===== src/rtl/statemachine.sv =====
// statemachine: Moore controller sequencing MOV/ALU instructions through the datapath.
// Define ILLEGAL_OP_TRAP_EN to hold unsupported opcodes in DECODE until reset.
module statemachine #(
  parameter logic [15:0] MDATA_VAL = 16'h0000,
  parameter logic [7:0]  PC_VAL    = 8'h00
) (
  input  logic        clk,
  input  logic        reset,
  input  logic [2:0]  opcode,
  input  logic [1:0]  op,
  input  logic        s,
  output logic        w,
  output logic [2:0]  nsel,
  output logic [3:0]  vsel,
  output logic [15:0] mdata,
  output logic [7:0]  PC,
  output logic        write,
  output logic        loada,
  output logic        loadb,
  output logic [1:0]  shift,
  output logic        bsel,
  output logic        asel,
  output logic        loadc,
  output logic        loads
);
  typedef enum logic [6:0] {
    WAIT     = 7'b0000001,
    DECODE   = 7'b0000010,
    GETA     = 7'b0000100,
    GETB     = 7'b0001000,
    EXEC     = 7'b0010000,
    WRITEREG = 7'b0100000,
    WRITEIMM = 7'b1000000
  } state_t;
`ifdef ILLEGAL_OP_TRAP_EN
  localparam state_t BAD = DECODE;
`else
  localparam state_t BAD = WAIT;
`endif
  state_t state, nxt;
  logic mov, alu, mov_imm, mov_reg, mvn, cmp;
  assign mov     = opcode == 3'b110;
  assign alu     = opcode == 3'b101;
  assign mov_imm = mov && op == 2'b10;
  assign mov_reg = mov && op == 2'b00;
  assign mvn     = alu && op == 2'b11;
  assign cmp     = alu && op == 2'b01;
  assign mdata   = MDATA_VAL;
  assign PC      = PC_VAL;
  assign bsel    = 1'b0;
  always_comb begin
    nxt = WAIT;
    case (state)
      WAIT:    nxt = s ? DECODE : WAIT;
      DECODE:  nxt = mov_imm ? WRITEIMM : (mov_reg || mvn) ? GETB : alu ? GETA : BAD;
      GETA:    nxt = GETB;
      GETB:    nxt = EXEC;
      EXEC:    nxt = cmp ? WAIT : WRITEREG;
      default: nxt = WAIT;
    endcase
  end
  // Outputs are registered from the next state so they line up with the state register.
  always_ff @(posedge clk or negedge reset) begin
    if (!reset) begin
      state <= WAIT;
      w     <= 1'b1;
      nsel  <= 3'b000;
      vsel  <= 4'b0001;
      write <= 1'b0;
      loada <= 1'b0;
      loadb <= 1'b0;
      shift <= 2'b00;
      asel  <= 1'b0;
      loadc <= 1'b0;
      loads <= 1'b0;
    end else begin
      state <= nxt;
      w     <= nxt == WAIT;
      nsel  <= (nxt == GETA || nxt == WRITEIMM) ? 3'b100 : nxt == GETB ? 3'b001 :
               nxt == WRITEREG ? 3'b010 : 3'b000;
      vsel  <= nxt == WRITEIMM ? 4'b0100 : 4'b0001;
      write <= nxt == WRITEREG || nxt == WRITEIMM;
      loada <= nxt == GETA;
      loadb <= nxt == GETB;
      shift <= {1'b0, nxt == EXEC};
      asel  <= nxt == EXEC && (mov_reg || mvn);
      loadc <= nxt == EXEC && !cmp;
      loads <= nxt == EXEC && cmp;
    end
  end
endmodule


===== config.mk =====
export PLATFORM = sky130hd
export DESIGN_NAME = statemachine
export DESIGN_NICKNAME = d
export VERILOG_FILES = /design/src/rtl/statemachine.sv
export SDC_FILE = /design/constraint.sdc
export NUM_CORES = 1
export LEC_CHECK = 0
export CAP_MARGIN = 5
export CORE_MARGIN = 2
export CORE_UTILIZATION = 35
export DETAILED_ROUTE_END_ITERATION = 8
export PLACE_DENSITY_LB_ADDON = 0.1
export SYNTH_ARGS = -nofsm -noshare
export SYNTH_HDL_FRONTEND = slang
export SYNTH_SLANG_ARGS = --single-unit

===== constraint.sdc =====
create_clock -name clk -period 1.6 [get_ports clk]
set_clock_uncertainty 0.1 [all_clocks]
set_input_delay 0.24 -clock clk [delete_from_list [all_inputs] [get_ports clk]]
set_output_delay 0.24 -clock clk [all_outputs]
set_load 0.01 [all_outputs]

==> After elaboration in Yosys (flattened, before gate mapping) <==
Index checks and enable logic that the tools add are counted.
{ "classes": {"reduce_logical": 12, "n_eq_ne": 16, "n_mux": 10} }
{ "op_table": {"columns": ["operator", "n"], "rows": [
  ["7-bit one-hot mux with 5 select lines", 1],
  ["7-bit by 1-bit equality test with 1-bit output, second input constant", 2],
  ["7-bit by 3-bit equality test with 1-bit output, second input constant", 2],
  ["7-bit by 4-bit equality test with 1-bit output, second input constant", 2],
  ["7-bit by 5-bit equality test with 1-bit output, second input constant", 2],
  ["3-bit 2-to-1 mux", 3],
  ["7-bit by 2-bit equality test with 1-bit output, second input constant", 1],
  ["7-bit by 6-bit equality test with 1-bit output, second input constant", 1],
  ["7-bit equality test, second input constant", 1],
  ["1-bit logical AND", 7],
  ["7-bit 2-to-1 mux", 1],
  ["3-bit equality test, second input constant", 2],
  ["2-bit 2-to-1 mux", 3],
  ["6-bit 2-to-1 mux", 1],
  ["2-bit equality test, second input constant", 2],
  ["4-bit 2-to-1 mux", 1],
  ["1-bit logical OR", 3],
  ["2-bit by 1-bit equality test with 1-bit output, second input constant", 1],
  ["2-bit logical NOT", 1],
  ["1-bit logical NOT", 1]
]} }
{ "totals": {"reg_bits": 21, "out_inout_bits": 41, "in_bits": 8} }

==> Logic depth before layout (Yosys ltp) <==
{ "depth": {"ltp_word": 10, "mapped_depth": 4} }

==> Worst setup path before layout <==
OpenSTA, ideal clock, no wires.
{ "synth_path": {"path_type": "reg-to-reg", "start": "register state[3]", "end": "register state[0]", "setup_slack_ns": 0.273, "required_time_ns": 1.407, "path_stages_with_launch": 5, "setup_time_ns": 0.093, "n_path_buf": 0, "arrival_ns": 1.135, "path_cell_list": "dfrtp_1 > nor4_2 > a31oi_1 > a31oi_1 > o211ai_1"} }
{ "synth_between": {"elab_chain_cells": 2, "elab_cells_between_ends": 6, "classes_between": "eq/ne (5); mux (1)"} }
{ "synth_lines": {"columns": ["item", "line_no", "rtl"], "rows": [
  ["start: declaration", "40", "state_t state, nxt;"],
  ["start signal: assignment", "77", "state <= nxt;"],
  ["7-bit by 5-bit equality test with 1-bit output, or another cell as far along", "53", "case (state)"],
  ["7-bit one-hot mux with 5 select lines *", "53", null],
  ["net nxt[0]", "40", null]
]} }
The timed path passes the listed nets; every way through them passes the cells marked *.

==> Worst setup path in the final report <==
{ "layout_path": {"start": "register asel", "end": "output port asel"} }
{ "layout_rtl": {"columns": ["item", "line_no", "rtl"], "rows": [
  ["start: declaration", "22", "output logic asel,"],
  ["start signal: assignment", "86", "asel <= nxt == EXEC && (mov_reg || mvn);"]
]} }
No word-level cell between the ends.

==> qor.csv <==
metric,value,unit
Synth area leader,dfrtp_1,
Comb pwr share,0.253,
# IOs,49,
# Max-Cap Violations,0,
synthesis-to-layout area growth,20.7,%
FF-to-FF End,loada$_DFF_PN0_,
Setup crit start kind,flip-flop,
setup TNS,0,ns
Clock Root Buffer,clkbuf_4,
vias per cell,4.51,
CTS tree,done,
CP Data Required Time,1.26,ns
Finished Cell Area,1270,sq um
endpoints failing setup,0,
die area,3450,sq um
arrival time worst endpoint,1.19,ns
DRT iter0 DRCs,20,
Synth Instances,101,
antenna violations before repair,0,
die width,58.8,um
Num Clock Sinks,20,
Yosys cell types,30,
final hold vios,0,
worst r2r src,state[2]$_DFF_PN0_,
FP Rows,19,
CTS H-tree depth,1,
area of placed instances,1230,sq um
GRT Resource Usage Total,0.124,
sequential share of power,0.500,
Critical Path Sink Type,output port,
Tmin final,1.53,ns
CTS max path bufs,2,
Seq cells post-synth,20,
power per standard cell area,942,nW/um^2
Max IR drop VDD,0.304,mV
"Net count, final",140,
Critical-path top delay cell,clkdlybuf4s50_1,
cell internal pwr,0.836,mW
Skew-Pair Late Insertion Delay,0.30,ns
worst reg-to-reg path cell count,3,
Wirelength per Cell,12.0,um
max incr delay on CP,0.53,ns
crit path max fanout,1,
CORE AREA,2810,sq um
critical path class,reg2out,
first-pass GRT wire length,3.11,mm
"critical path, cell by cell",clkdlybuf4s50_1,
DP Wirelength,1.45,mm
Inserted Diodes,0,
share of the synthesized area in the top cell type,0.405,
Synth area leaders,"dfrtp_1 41%, buf_4 20%, dfstp_2 7.5%",
postcts setup bufs,0,
grt ovf,0,
crit path buf inv count,1,
Num CTS Buffers,3,
status,finished with violations,
Fmax achieved,655,MHz
count of flip-flops with a built-in enable after synthesis,0,
main flop type after synthesis,dfrtp_1,
Final ANT Viol Nets,0,
number of hold buffers added after CTS,0,
Tcrit/Tclk final,0.953,
drt drc,2,
Yosys warning count,0,
flop-to-flop setup slack,0.10,ns
effective utilization at floorplan,0.374,
RSZ-0062 raised after global routing,false,
vias in the first global route,708,
Post-synth top cells,"28 x buf_4, 17 x dfrtp_1, 10 x nor2_1",
Net Sw Frac,0.299,
final wirelength,1.94,mm
Hold Crit Class,in2async,
crit-path leading delay family,buffers and inverters,
Clock power frac,0.248,
NetSw,0.357,mW
failing checks,design-rule violations,
routability congestion estimate,0.789,
"FFs w/ async S/R, synth",1.00,
Die Span Y,58.8,um
number of buffers added on ports,20,
Avg Inst Size Synth,10.4,sq um
register area share after synthesis,0.480,
vias,731,
Pre-Repair DR Iteration Count,6,
most numerous cell in the Yosys netlist,buf_4,
Clock transition at path regs,0.11,ns
pin count of the biggest net entering global routing,21,
Final Max Slew Viols,0,
Syn Std Cell Area,1050,sq um
Pleak,0.605,nW
ratio of cells with drive above 1 in the final layout,0.160,
[repair_timing]
item                                   4_1_cts  5_1_grt
endpoints found under the hold margin        0        0
setup endpoints to repair                    2        3
gates resized for setup                      2        1
[logic make-up (layout without fill, tap and decap cells)]
group	after synthesis	in the layout	share of synthesized area
XOR/XNOR	1	1	0.00834
other	1	28	0.00357
AO/OA/AOI/OAI	15	15	0.0942
flip-flops	20	20	0.480
AND/OR/NAND/NOR	31	31	0.195
buffers and inverters	33	36	0.218
[worst max-delay path by stage]
stage,startpoint,end,slack [ns],cells after the start
floorplan,state[3]$_DFF_PN0_,state[0]$_DFF_PN1_,0.27,4
global placement,opcode[0],w$_DFF_PN1_,-0.11,4
detailed placement,opcode[0],w$_DFF_PN1_,-0.08,4
CTS,write$_DFF_PN0_,write,0.06,1
global route,state[3]$_DFF_PN0_,w$_DFF_PN1_,0.009,4
finish,asel$_DFF_PN0_,asel,0.07,1
[final cells by class]
class / count / area (sq um)
fill: 291 / 1540
sequential: 20 / 505
multi-input combinational: 75 / 418
timing repair buffer: 27 / 250
tap: 31 / 38.8
clock buffer: 4 / 36.3
inverter: 5 / 18.8
[routing by layer]
layer | track usage | vias to the layer above | wire length (um)
met1 | 0.160 | 345 | 864
met3 | 0.0176 | 4 | 149
met5 | 0 | - | 0
met2 | 0.187 | 39 | 884
li1 | - | 343 | -
met4 | 0.0909 | 0 | 44
[through the flow]
step                hold slack, ns   util  setup WS (ns)  power [mW]  cells
finish                       0.163  0.452         0.0744        1.19    162
global route                 0.170  0.452        0.00914        1.28    162
CTS                          0.161  0.451         0.0560        1.21    162
detailed placement           0.425  0.439        -0.0824       0.915    158
global placement             0.427  0.439         -0.105       0.915    158
floorplan                   -0.156      -          0.273       0.855    128
[registers in the layout, summed over array words and instances (netlist names)]
| register | count |
|---|---|
| state | 7 |
| nsel | 3 |
| vsel | 2 |
| asel | 1 |
| loada | 1 |
| loadb | 1 |
| loadc | 1 |
| loads | 1 |
| shift | 1 |
| w | 1 |
| write | 1 |
[cells in the final DEF, fill, tap and decap left out, types with 2 or more instances in the layout]
cell | Yosys | final
conb_1 | 1 | 28
clkdlybuf4s50_1 | 0 | 18
dfrtp_1 | 17 | 16
nor2_1 | 10 | 10
buf_4 | 28 | 7
inv_1 | 5 | 5
nand2_1 | 5 | 5
a21oi_1 | 4 | 4
nand4b_1 | 3 | 3
clkbuf_4 | 0 | 3
dfstp_2 | 3 | 3
nand2b_1 | 2 | 2
a211oi_1 | 2 | 2
a31oi_1 | 2 | 2
o211ai_1 | 2 | 2
dlygate4sd2_1 | 0 | 2
[power by group through the flow]
stage	sequential, mW	combinational (mW)	clock, mW
after floorplan	0.606	0.249	0
after global placement	0.606	0.310	0
after detailed placement	0.605	0.310	0
after CTS	0.596	0.302	0.314
after global routing	0.604	0.339	0.340
final	0.597	0.301	0.295
Note: power is estimated with default switching activity, not from simulation.
